File: src/rtl/aes_pkg.sv
// Shared types and constants for the AES SPI framing front-end.
package aes_pkg;

    typedef enum logic [1:0] {
        KS128 = 2'b00,
        KS192 = 2'b01,
        KS256 = 2'b10
    } ksize_t;

    typedef enum logic [2:0] {
        IDLE,
        HDR,
        BODY,
        START,
        WAIT,
        OUT
    } frame_state_t;

    localparam int HDR_W      = 8;
    localparam int BLOCK_W    = 128;
    localparam int HDR_KS_MSB = 7;
    localparam int HDR_KS_LSB = 6;
    localparam int HDR_KEEP   = 1;
    localparam int HDR_DEC    = 0;

    function automatic logic [8:0] klen(input ksize_t ks);
        case (ks)
            KS192:   klen = 9'd192;
            KS256:   klen = 9'd256;
            default: klen = 9'd128;
        endcase
    endfunction

endpackage

File: src/rtl/aes_spi_frame_if.sv
// Core-side bus between the SPI framer (master) and the encrypt/decrypt core (slave).
interface aes_spi_frame_if #(
    parameter int KMAX = 256
);
    import aes_pkg::*;

    // core_start is a one-cycle pulse; core_decrypt/ksize/key/block are valid
    // with it and hold until the next frame completes. The core answers with a
    // one-cycle core_valid pulse, core_result being valid only in that cycle.
    logic              core_start;
    logic              core_decrypt;
    ksize_t            core_ksize;
    logic [KMAX-1:0]   core_key;
    logic [BLOCK_W-1:0] core_block;
    logic [BLOCK_W-1:0] core_result;
    logic              core_valid;

    modport master (
        output core_start, core_decrypt, core_ksize, core_key, core_block,
        input  core_result, core_valid
    );

    modport slave (
        input  core_start, core_decrypt, core_ksize, core_key, core_block,
        output core_result, core_valid
    );

endinterface

File: src/rtl/spi_sync_edge.sv
// Multi-flop synchroniser for one asynchronous pin plus rise/fall detection.
module spi_sync_edge #(
    parameter int STAGES = 2
) (
    input  logic clk,
    input  logic reset_n,
    input  logic d_i,
    output logic q_o,
    output logic rise_o,
    output logic fall_o
);
    logic [STAGES-1:0] sync_q;
    logic              prev_q;

    always_ff @(posedge clk or negedge reset_n) begin
        if (!reset_n) begin
            sync_q <= '0;
            prev_q <= 1'b0;
        end else begin
            sync_q <= (sync_q << 1) | STAGES'(d_i);
            prev_q <= sync_q[STAGES-1];
        end
    end

    assign q_o    = sync_q[STAGES-1];
    assign rise_o = sync_q[STAGES-1] & ~prev_q;
    assign fall_o = ~sync_q[STAGES-1] & prev_q;

endmodule

File: src/rtl/aes_spi_frame.sv
// SPI-slave framing front-end: shifts in header, block and key, runs the core
// once over the start/valid handshake, then shifts the 128-bit result out on sdo.
module aes_spi_frame
    import aes_pkg::*;
#(
    parameter int KMAX        = 256,
    parameter int SYNC_STAGES = 2
) (
    input  logic            clk,
    input  logic            reset_n,
    input  logic            sck,
    input  logic            sdi,
    input  logic            load,
    output logic            sdo,
    output logic            done,
    output logic            err,
    aes_spi_frame_if.master core,
    output frame_state_t    dbg_state
);
    localparam logic [8:0] BASE_LEN = 9'(HDR_W + BLOCK_W);
    localparam logic [8:0] OUT_LEN  = 9'(BLOCK_W);
    localparam logic [8:0] KMAX_LEN = 9'(KMAX);

    logic sck_rise, sck_fall, sdi_s, load_rise, load_fall;
    logic sck_level_unused, sdi_rise_unused, sdi_fall_unused, load_level_unused;

    spi_sync_edge #(.STAGES(SYNC_STAGES)) u_sync_sck (
        .clk(clk), .reset_n(reset_n), .d_i(sck),
        .q_o(sck_level_unused), .rise_o(sck_rise), .fall_o(sck_fall)
    );
    spi_sync_edge #(.STAGES(SYNC_STAGES)) u_sync_sdi (
        .clk(clk), .reset_n(reset_n), .d_i(sdi),
        .q_o(sdi_s), .rise_o(sdi_rise_unused), .fall_o(sdi_fall_unused)
    );
    spi_sync_edge #(.STAGES(SYNC_STAGES)) u_sync_load (
        .clk(clk), .reset_n(reset_n), .d_i(load),
        .q_o(load_level_unused), .rise_o(load_rise), .fall_o(load_fall)
    );

    frame_state_t        state_q;
    logic [8:0]          bit_cnt_q;
    logic [6:0]          hdr_q;
    logic                keep_q, hdr_dec_q;
    ksize_t              hdr_ks_q;
    logic [8:0]          frame_len_q;
    logic [BLOCK_W-1:0]  block_sh_q;
    logic [KMAX-2:0]     key_sh_q;
    logic                key_valid_q;
    logic                start_q, dec_q;
    ksize_t              ks_q;
    logic [KMAX-1:0]     key_q;
    logic [BLOCK_W-1:0]  block_q, result_q;
    logic                done_q, err_q;

    logic [8:0]          cnt_d;
    logic [7:0]          hdr_d;
    ksize_t              hdr_ks;
    logic                hdr_bad;
    logic [8:0]          hdr_len;
    logic [BLOCK_W-1:0]  block_d;
    logic [KMAX-1:0]     key_d, key_just;
    logic [8:0]          key_shift;

    assign cnt_d   = bit_cnt_q + 9'd1;
    assign hdr_d   = {hdr_q, sdi_s};
    assign hdr_ks  = ksize_t'(hdr_d[HDR_KS_MSB:HDR_KS_LSB]);
    // A retained-key header ignores its ksize field, so only the stored-key flag matters.
    assign hdr_bad = hdr_d[HDR_KEEP] ? !key_valid_q
                   : ((hdr_d[HDR_KS_MSB:HDR_KS_LSB] == 2'b11) ||
                      ({1'b0, klen(hdr_ks)} > 10'(KMAX)));
    assign hdr_len = hdr_d[HDR_KEEP] ? BASE_LEN : BASE_LEN + klen(hdr_ks);

    assign block_d   = {block_sh_q[BLOCK_W-2:0], sdi_s};
    assign key_d     = {key_sh_q, sdi_s};
    // Only the last K shifted bits are key; left-justify them and zero the tail.
    assign key_shift = KMAX_LEN - klen(hdr_ks_q);
    assign key_just  = key_d << key_shift;

    always_ff @(posedge clk or negedge reset_n) begin
        if (!reset_n) begin
            state_q     <= IDLE;
            bit_cnt_q   <= '0;
            hdr_q       <= '0;
            keep_q      <= 1'b0;
            hdr_dec_q   <= 1'b0;
            hdr_ks_q    <= KS128;
            frame_len_q <= '0;
            block_sh_q  <= '0;
            key_sh_q    <= '0;
            key_valid_q <= 1'b0;
            start_q     <= 1'b0;
            dec_q       <= 1'b0;
            ks_q        <= KS128;
            key_q       <= '0;
            block_q     <= '0;
            result_q    <= '0;
            done_q      <= 1'b0;
            err_q       <= 1'b0;
        end else begin
            start_q <= 1'b0;
            case (state_q)
                IDLE: begin
                    if (load_rise) begin
                        bit_cnt_q <= '0;
                        state_q   <= HDR;
                    end
                end
                HDR: begin
                    if (load_fall) begin
                        err_q   <= 1'b1;
                        state_q <= IDLE;
                    end else if (sck_rise) begin
                        hdr_q     <= hdr_d[6:0];
                        bit_cnt_q <= cnt_d;
                        if (cnt_d == 9'(HDR_W)) begin
                            if (hdr_bad) begin
                                err_q   <= 1'b1;
                                state_q <= IDLE;
                            end else begin
                                err_q       <= 1'b0;
                                keep_q      <= hdr_d[HDR_KEEP];
                                hdr_dec_q   <= hdr_d[HDR_DEC];
                                hdr_ks_q    <= hdr_ks;
                                frame_len_q <= hdr_len;
                                state_q     <= BODY;
                            end
                        end
                    end
                end
                BODY: begin
                    if (load_fall) begin
                        err_q   <= 1'b1;
                        state_q <= IDLE;
                    end else if (sck_rise) begin
                        bit_cnt_q <= cnt_d;
                        if (bit_cnt_q < BASE_LEN) block_sh_q <= block_d;
                        else                      key_sh_q   <= key_d[KMAX-2:0];
                        if (cnt_d == frame_len_q) begin
                            block_q <= keep_q ? block_d : block_sh_q;
                            dec_q   <= hdr_dec_q;
                            if (!keep_q) begin
                                key_q       <= key_just;
                                ks_q        <= hdr_ks_q;
                                key_valid_q <= 1'b1;
                            end
                            start_q <= 1'b1;
                            state_q <= START;
                        end
                    end
                end
                START: state_q <= WAIT;
                WAIT: begin
                    if (load_rise) err_q <= 1'b1;
                    if (core.core_valid) begin
                        result_q  <= core.core_result;
                        done_q    <= 1'b1;
                        bit_cnt_q <= '0;
                        state_q   <= OUT;
                    end
                end
                OUT: begin
                    if (load_rise) begin
                        done_q    <= 1'b0;
                        bit_cnt_q <= '0;
                        state_q   <= HDR;
                    end else if (sck_fall) begin
                        result_q  <= result_q << 1;
                        bit_cnt_q <= cnt_d;
                        if (cnt_d == OUT_LEN) begin
                            done_q  <= 1'b0;
                            state_q <= IDLE;
                        end
                    end
                end
                default: state_q <= IDLE;
            endcase
        end
    end

    assign sdo               = done_q & result_q[BLOCK_W-1];
    assign done              = done_q;
    assign err               = err_q;
    assign dbg_state         = state_q;
    assign core.core_start   = start_q;
    assign core.core_decrypt = dec_q;
    assign core.core_ksize   = ks_q;
    assign core.core_key     = key_q;
    assign core.core_block   = block_q;

endmodule

File: src/flat_wrapper.sv
// flat-port wrapper written by rule: the top's interface ports become plain ports
module aes_spi_frame_flat import aes_pkg::*;
#(
    parameter int KMAX        = 256,
    parameter int SYNC_STAGES = 2
)
  (clk, reset_n, sck, sdi, load, sdo, done, err, dbg_state, core_core_start, core_core_decrypt, core_core_ksize, core_core_key, core_core_block, core_core_result, core_core_valid);
  aes_spi_frame_if #(.KMAX(KMAX)) core_i ();
  input  logic clk;
  input  logic reset_n;
  input  logic sck;
  input  logic sdi;
  input  logic load;
  output logic sdo;
  output logic done;
  output logic err;
  output frame_state_t dbg_state;
  output wire logic [$bits(core_i.core_start)-1:0] core_core_start;
  output wire logic [$bits(core_i.core_decrypt)-1:0] core_core_decrypt;
  output wire logic [$bits(core_i.core_ksize)-1:0] core_core_ksize;
  output wire logic [$bits(core_i.core_key)-1:0] core_core_key;
  output wire logic [$bits(core_i.core_block)-1:0] core_core_block;
  input wire logic [$bits(core_i.core_result)-1:0] core_core_result;
  input wire logic [$bits(core_i.core_valid)-1:0] core_core_valid;
  assign core_core_start = core_i.core_start;
  assign core_core_decrypt = core_i.core_decrypt;
  assign core_core_ksize = core_i.core_ksize;
  assign core_core_key = core_i.core_key;
  assign core_core_block = core_i.core_block;
  assign core_i.core_result = core_core_result;
  assign core_i.core_valid = core_core_valid;
  aes_spi_frame #(.KMAX(KMAX), .SYNC_STAGES(SYNC_STAGES)) u_core (.clk(clk), .reset_n(reset_n), .sck(sck), .sdi(sdi), .load(load), .sdo(sdo), .done(done), .err(err), .core(core_i), .dbg_state(dbg_state));
endmodule
File: config.mk
export PLATFORM = sky130hd
export DESIGN_NAME = aes_spi_frame_flat
export DESIGN_NICKNAME = d
export VERILOG_FILES = /design/src/rtl/aes_pkg.sv /design/src/rtl/aes_spi_frame_if.sv /design/src/rtl/spi_sync_edge.sv /design/src/rtl/aes_spi_frame.sv /design/src/flat_wrapper.sv
export SDC_FILE = /design/constraint.sdc
export NUM_CORES = 2
export LEC_CHECK = 0
export CORE_AREA = 2 2 415 417
export CTS_CLUSTER_SIZE = 30
export DETAILED_ROUTE_END_ITERATION = 8
export DIE_AREA = 0 0 417 419
export MAX_ROUTING_LAYER = met4
export PLACE_DENSITY = 0.42
export SETUP_SLACK_MARGIN = 0.05
export SYNTH_ARGS = -nofsm -noshare
export SYNTH_HDL_FRONTEND = slang
export SYNTH_SLANG_ARGS = --single-unit
File: constraint.sdc
create_clock -name clk -period 2.95 [get_ports clk]
set_input_delay 0.295 -clock clk [delete_from_list [all_inputs] [get_ports clk]]
set_output_delay 0.295 -clock clk [all_outputs]
set_load 0.1 [all_outputs]
## Word-level counts from Yosys, hierarchy flattened

Index checks and enable logic that the tools add are counted.

| operators by class | value |
|---|---|
| add/sub/neg operators | 3 |
| multiply operators | 0 |
| div/mod/pow operators | 0 |
| magnitude comparators | 2 |
| equal/unequal tests | 27 |
| shift-type cells | 1 |
| multiplexer cells | 45 |
| bitwise operators | 16 |
| reduce and logical (&&, ||, !) cells | 18 |

Operators with widths:

| operator | number |
|---|---|
| $mux 128 | 4 |
| $pmux 128 s2 | 1 |
| $shl 256x9->256 | 1 |
| $mux 9 | 7 |
| $pmux 9 s2 | 2 |
| $pmux 9 s4 | 1 |
| $mux 3 | 11 |
| $reduce_and 4->1 | 5 |
| $ne 3x1->1 const B | 6 |
| $pmux 3 s6 | 1 |
| $mux 1 | 15 |
| $reduce_and 5->1 | 3 |
| $ne 2x1->1 const B | 5 |
| $add 8x9->9 const A | 1 |
| $add 9x1->9 const B | 1 |
| $eq 9x4->1 const B | 1 |
| $eq 9x8->1 const B | 1 |
| $eq 9x9->1 | 1 |
| $gt 9x9->1 const B | 1 |
| $lt 9x8->1 const B | 1 |
| $sub 9x9->9 const A | 1 |
| $not 1->1 | 8 |
| $reduce_and 8->1 | 1 |
| $eq 2x2->1 const B | 3 |
| other kinds (19) | 30 |

| word-level totals | value |
|---|---|
| register bits | 942 |
| bits in latches | 0 |
| RAM bits | 0 |
| memory bits (read-only) | 0 |
| input bits | 134 |
| output and inout port bits | 394 |
| logic and storage cells | 135 |
| memories kept | 0 |

## Depth between registers and ports, before layout

| logic depth | value |
|---|---|
| depth in word-level cells | 10 |
| depth in mapped cells | 11 |
| gate-level depth less buffers | 7 |

## Modules after synthesis

Synthesis repeated with hierarchy kept, for this count alone.

| unflattened totals | value |
|---|---|
| cell total of the unflattened synthesis | 3,482 |
| area total of the unflattened synthesis | 42,567.1 um^2 |

By module, submodules not included:

| module | instances | cells an instance | area each (um^2) | sequential area each (um^2) |
|---|---|---|---|---|
| aes_spi_frame | 1 | 3,467 | 42,296.8 | 23,247.3 |
| spi_sync_edge | 3 | 5 | 90.1 | 75.1 |

## Least setup slack after synthesis

Ideal clock, no wire load.

| path | value |
|---|---|
| kind | register to register |
| from | register u_core.state_q[2] (netlist: u_core.dbg_state[2]) |
| to | register u_core.key_sh_q[10] |
| library setup time | 0.125 ns |
| data arrival time | 2.660 ns |
| data required time | 2.825 ns |
| path slack | 0.165 ns |
| stages on the path, launching flop included | 9 |
| buffers on the path | 4 |
| clock period less this slack | 2.785 ns |
| path through | dfrtp_1 > clkbuf_1 > nor2_1 > nand2_1 > or4_1 > clkbuf_1 > clkbuf_1 > clkbuf_1 > mux2_2 |

| between the ends | value |
|---|---|
| cells in the longest elaborated chain, start to end | 2 |

Ends and longest elaborated chain:

| item | line | source |
|---|---|---|
| start, declared | aes_spi_frame.sv:40 | `frame_state_t state_q;` |
| start signal, assigned | aes_spi_frame.sv:81 | `state_q <= IDLE;` |
| start signal, assigned | aes_spi_frame.sv:105 | `state_q <= HDR;` |
| start signal, assigned | aes_spi_frame.sv:111 | `state_q <= IDLE;` |
| $eq 3x2->1 | aes_spi_frame.sv:101 | `case (state_q)` |
| $reduce_and 4->1 (no line) | -- |  |
| end signal, assigned | aes_spi_frame.sv:137 | `else key_sh_q <= key_d[KMAX-2:0];` |
| end, declared | aes_spi_frame.sv:47 | `logic [KMAX-2:0] key_sh_q;` |

Every way passes these cells.
A chain may end at the register's enable or synchronous reset.

## Final worst setup path

| path | value |
|---|---|
| from | register u_core.bit_cnt_q[3] |
| to | register u_core.key_q[214] (netlist: u_core.core.core_key[214]) |

| between the ends | value |
|---|---|
| cells in the longest elaborated chain, start to end | 3 |

Ends and longest elaborated chain:

| item | line | source |
|---|---|---|
| start, declared | aes_spi_frame.sv:41 | `logic [8:0] bit_cnt_q;` |
| start signal, assigned | aes_spi_frame.sv:114 | `bit_cnt_q <= cnt_d;` |
| start signal, assigned | aes_spi_frame.sv:135 | `bit_cnt_q <= cnt_d;` |
| start signal, assigned | aes_spi_frame.sv:168 | `bit_cnt_q <= cnt_d;` |
| $add 9x1->9 | aes_spi_frame.sv:64 | `assign cnt_d = bit_cnt_q + 9'd1;` |
| $eq 9x9->1 | aes_spi_frame.sv:138 | `if (cnt_d == frame_len_q) begin` |
| $reduce_and 5->1 (no line) | -- |  |
| end signal, assigned | aes_spi_frame.sv:142 | `key_q <= key_just;` |
| end, declared | aes_spi_frame.sv:51 | `logic [KMAX-1:0] key_q;` |

Every way passes these cells.

==> impl_summary.md <==
CTS
TritonCTS built the clock tree. Counting the buffers created by CTS gives 113. The clock latency at the later pin of the worst-skew pair is 0.75 ns. The root buffer selected by CTS is sky130_fd_sc_hd__clkbuf_16. The deepest level of the CTS H-tree is 3. CTS saw roughly 940 sinks. The clock transition time at the flip-flop clock pins of the worst setup and hold paths is ~0.06 ns. The clock tree buffer depth is 3.

Power and ir drop
Total power for the finished layout comes to 33.26 mW. Summed over all cells, the static leakage comes to approximately 27 nW. The worst vdd rail ir drop is 0.0004492 V. Summed over all nets, the switching power comes to ~9.0 mW. The power density normalized to cell area is 619.2 nW/um2.

The share of total power dissipated in combinational logic is 0.123. The internal power of the cells totals 24.25 mW. Of the total power, the share spent switching nets is 0.2710.

Of the total power, registers draw 0.432. The clock network fraction of design power is 0.445.

Job
Max-cap violations in this run came to 0.

STA
The final critical-path required period is roughly 2.7 ns. Setup violations remaining at the end of the flow were counted as 0. The number of endpoints with negative hold slack in the final report is 0. For the final routed database, the setup TNS stands at 0 ns. The worst slack on hold paths is 0.1172 ns. At the pin with the least slew margin, the transition time is roughly 0.92 ns. Static timing analysis puts the maximum clock frequency at 363.8 MHz. The max-slew violation count was 0. The clock skew is ~0.054 ns. Setup repair after global routing left no endpoint under its margin.

Dividing the final minimum period by the clock period gives 0.9318. In this run the tightest slew margin relative to its limit is 0.3884.

Route
The post-detailed-route count of antenna-violating nets is 0. The detailed-route vias per instance is 4.348. The detailed-route DRC error count is 0. The routed layout has 26360 vias. The first detailed-routing pass took 5 iterations. After detailed routing, the average wire length per cell comes to just over 20 um. The routed design has 124200 um of wire. For this block, the initial DRC count from the detailed router was 1355.

Place
Once placement finished, the instance area stood at 49670 um2. The detailed placer's ending HPWL is between 80000 and 90000 um. The congestion estimate from routability-driven global placement came to ~0.76. In this run the tool buffered the top-level ports with 527 buffer cells.

Min path
The type of the most critical hold path is input pin to async pin.

Critical path
The signal arrival time at the worst endpoint is 3.34 ns. STA classifies the critical path endpoint as a flip-flop. The critical path starts at u_core.bit_cnt_q[3]. The kind of start point of the critical path is a flip-flop. Data on the critical path is required at its endpoint by 3.54 ns. In this run the worst path has a maximum fanout of 33. The startpoint identified for the worst register-to-register timing path is u_core.bit_cnt_q[3]. The worst-case reg-to-reg path depth is 8. The startpoint-to-endpoint class of the critical path is flip-flop to flip-flop. In this run the critical register-to-register path is captured at u_core.core.core_key[214]. Across all register-to-register paths, the minimum setup slack is 0.20 ns.

Global route
Across every metal layer, demand over resource in global routing totals 0.1434. Entering global routing, the biggest net connects 130 pins. The wire length of the first global-routing pass is around 190000 um. The remaining global-route overflow is 0.

The via count of the first global-routing pass came to 27800. The initial antenna violation count came to 3.

Synth
Yosys printed 0 warnings. Yosys mapped a number of flops with a built-in enable equal to 0. Of all flip-flops after synthesis, the portion carrying an async set or reset was 1.000. Synthesis instantiated 50 different standard cells from the library.

The dominant synthesized flop cell is sky130_fd_sc_hd__dfrtp_1. The post-synthesis register bit count is 937. When the netlist entered floorplanning its net count stood at 3339. Synthesis produced a netlist whose cell count is approximately 3200. For this run, the register share of the synthesized area comes to 0.5543. The mean area per synthesized cell is 13.21 um2.

The cell area after synthesis is 42300 um2.

Cells and area
The total number of nets in the final design is 3868. The multi-input combinational cells in the finished layout cover a total of ~18000 um2. The area taken by flip-flops and latches is 23450 um2. Of the cells placed in the final design, the portion with a size suffix greater than 1 is 0.4045. The total non-filler cell area in the finished layout is 53720 um2. The layout overhead on the synthesized area is 26.99%. Counting the fill cells in the layout gives 17190.

Die
The floorplan step defined a core boundary enclosing 170600 um2. The floorplan die height is 419 um. The starting density of the core is 0.2480.

The floorplan die width is 417 um. The die covers 174700 um2. The count of boundary I/O pins is 528. The site row count is 152.

Run status
The flow ran to the end, and the final reports show no timing, DRC or antenna violations.
-- power by group through the flow --
stage / Combinational [mW] / Sequential, mW / Clock (mW)
after floorplan: 2.62 / 14.7 / 0
after global placement: 4.13 / 14.6 / 0
after detailed placement: 4.18 / 14.6 / 0
after CTS: 4.20 / 14.4 / 15.4
after global routing: 4.61 / 14.5 / 15.9
final: 4.10 / 14.4 / 14.8
-- flip-flops by register name, indices dropped and copies added, names as in the netlist, 2 cells and up --
signal,flops
u_core.key_sh_q,255
u_core.dbg_state,3
u_core.u_sync_load.sync_q,2
u_core.core.core_key,256
u_core.bit_cnt_q,9
u_core.core.core_block,128
u_core.hdr_ks_q,2
u_core.result_q,128
u_core.hdr_q,7
u_core.frame_len_q,4
u_core.u_sync_sdi.sync_q,2
u_core.block_sh_q,128
u_core.u_sync_sck.sync_q,2
u_core.core.core_ksize,2
-- final cells by class --
class / instances / share of cell area
timing repair buffer: 633 / 0.1052
antenna: 1 / 0.00004659
tap: 2233 / 0.05201
clock buffer: 161 / 0.06047
inverter: 72 / 0.005031
multi-input combinational: 1973 / 0.3270
sequential: 937 / 0.4366
clock inverter: 51 / 0.01370
-- layout by cell type (no fill, tap or decap), types with 5 or more instances in the layout --
cell	count
sky130_fd_sc_hd__nand3_1	17
sky130_fd_sc_hd__and3_1	5
sky130_fd_sc_hd__dfrtp_1	936
sky130_fd_sc_hd__clkbuf_1	24
sky130_fd_sc_hd__buf_4	452
sky130_fd_sc_hd__mux2_4	145
sky130_fd_sc_hd__mux2_2	699
sky130_fd_sc_hd__clkinv_16	6
sky130_fd_sc_hd__clkbuf_8	24
sky130_fd_sc_hd__o21ai_0	79
sky130_fd_sc_hd__clkdlybuf4s50_1	132
sky130_fd_sc_hd__clkinv_2	23
sky130_fd_sc_hd__xnor2_1	6
sky130_fd_sc_hd__o22ai_1	63
sky130_fd_sc_hd__inv_1	72
sky130_fd_sc_hd__a21oi_1	141
sky130_fd_sc_hd__mux2i_1	383
sky130_fd_sc_hd__nor2_1	206
sky130_fd_sc_hd__bufinv_16	12
sky130_fd_sc_hd__buf_12	44
sky130_fd_sc_hd__nor2b_1	5
sky130_fd_sc_hd__clkinvlp_4	6
sky130_fd_sc_hd__nand2_1	143
sky130_fd_sc_hd__nor3_1	11
sky130_fd_sc_hd__clkbuf_16	113
sky130_fd_sc_hd__nand2b_1	10
-- metal layers --
layer	global-route usage	share of wire
met1	0.1774	0.43
met5	-	0
met2	0.2402	0.51
met3	0.02300	0.033
met4	0.04348	0.027
-- critical path, cell delays in order, from the launching register on --
cell and delay, ns:
sky130_fd_sc_hd__dfrtp_1 0.48, sky130_fd_sc_hd__xnor2_1 0.28, sky130_fd_sc_hd__xnor2_1 0.15, sky130_fd_sc_hd__nand3_1 0.09, sky130_fd_sc_hd__a211o_1 0.29, sky130_fd_sc_hd__or4_4 0.53, sky130_fd_sc_hd__buf_12 0.19, sky130_fd_sc_hd__buf_12 0.23
sky130_fd_sc_hd__mux2_4 0.31
-- per-stage QoR --
stage          instances  utilization  setup WS, ns
2_1_floorplan       3201            -        0.1650
3_3_place_gp        5843       0.2912       0.04068
3_5_place_dp        5843       0.2912       0.06129
4_1_cts             6060       0.3149        0.1996
5_1_grt             6061       0.3149       0.07686
6_report            6061       0.3149        0.2012
-- cells by family (layout without fill, tap and decap cells) --
kind of cell,Yosys count,in the layout,synth area share
other,0,1,0
adders and majority gates,4,4,0.001183
buffers and inverters,291,917,0.03215
and+or+nand+nor,426,426,0.04236
AOI/OAI and AO/OA,307,307,0.03976
muxes,1227,1227,0.3282
xor gates and xnor gates,9,9,0.002041
DFF,937,937,0.5543
-- Yosys cell counts (all sizes together) (5+ instances only) --
| cell | number | area [um2] |
|---|---|---|
| mux2i | 383 | 3834 |
| dfrtp | 937 | 23450 |
| nor2b | 5 | 31.28 |
| nor2 | 207 | 777.0 |
| and3 | 6 | 42.54 |
| buf | 71 | 534.3 |
| xnor2 | 7 | 68.82 |
| clkbuf | 148 | 555.5 |
| a21oi | 142 | 710.7 |
| mux2 | 844 | 10050 |
| nand2b | 11 | 68.82 |
| nand2 | 143 | 536.8 |
| nor3 | 12 | 60.06 |
| o22ai | 63 | 394.1 |
| inv | 72 | 270.3 |
| nand3 | 18 | 95.09 |
| o21ai | 79 | 395.4 |
-- how the worst max path moves through the flow --
| stage | endpoint | slack, ns |
|---|---|---|
| 3_5_place_dp | u_core.core.core_key[193] | 0.06 |
| 4_1_cts | u_core.core.core_key[154] | 0.20 |
| 5_1_grt | u_core.core.core_key[63] | 0.08 |
| 2_1_floorplan | u_core.key_sh_q[10] | 0.17 |
| 3_3_place_gp | u_core.core.core_key[129] | 0.04 |
| 6_report | u_core.core.core_key[214] | 0.20 |
-- timing repair --
| action | 4_1_cts | 5_1_grt |
|---|---|---|
| setup buffers | 1 | 0 |
| endpoints found under the setup margin | 40 | 0 |
| hold endpoints to repair | 42 | 0 |
| gates resized for setup | 0 | 0 |
| hold buffers | 4 | 0 |
Note: power is estimated with default switching activity, not from simulation.
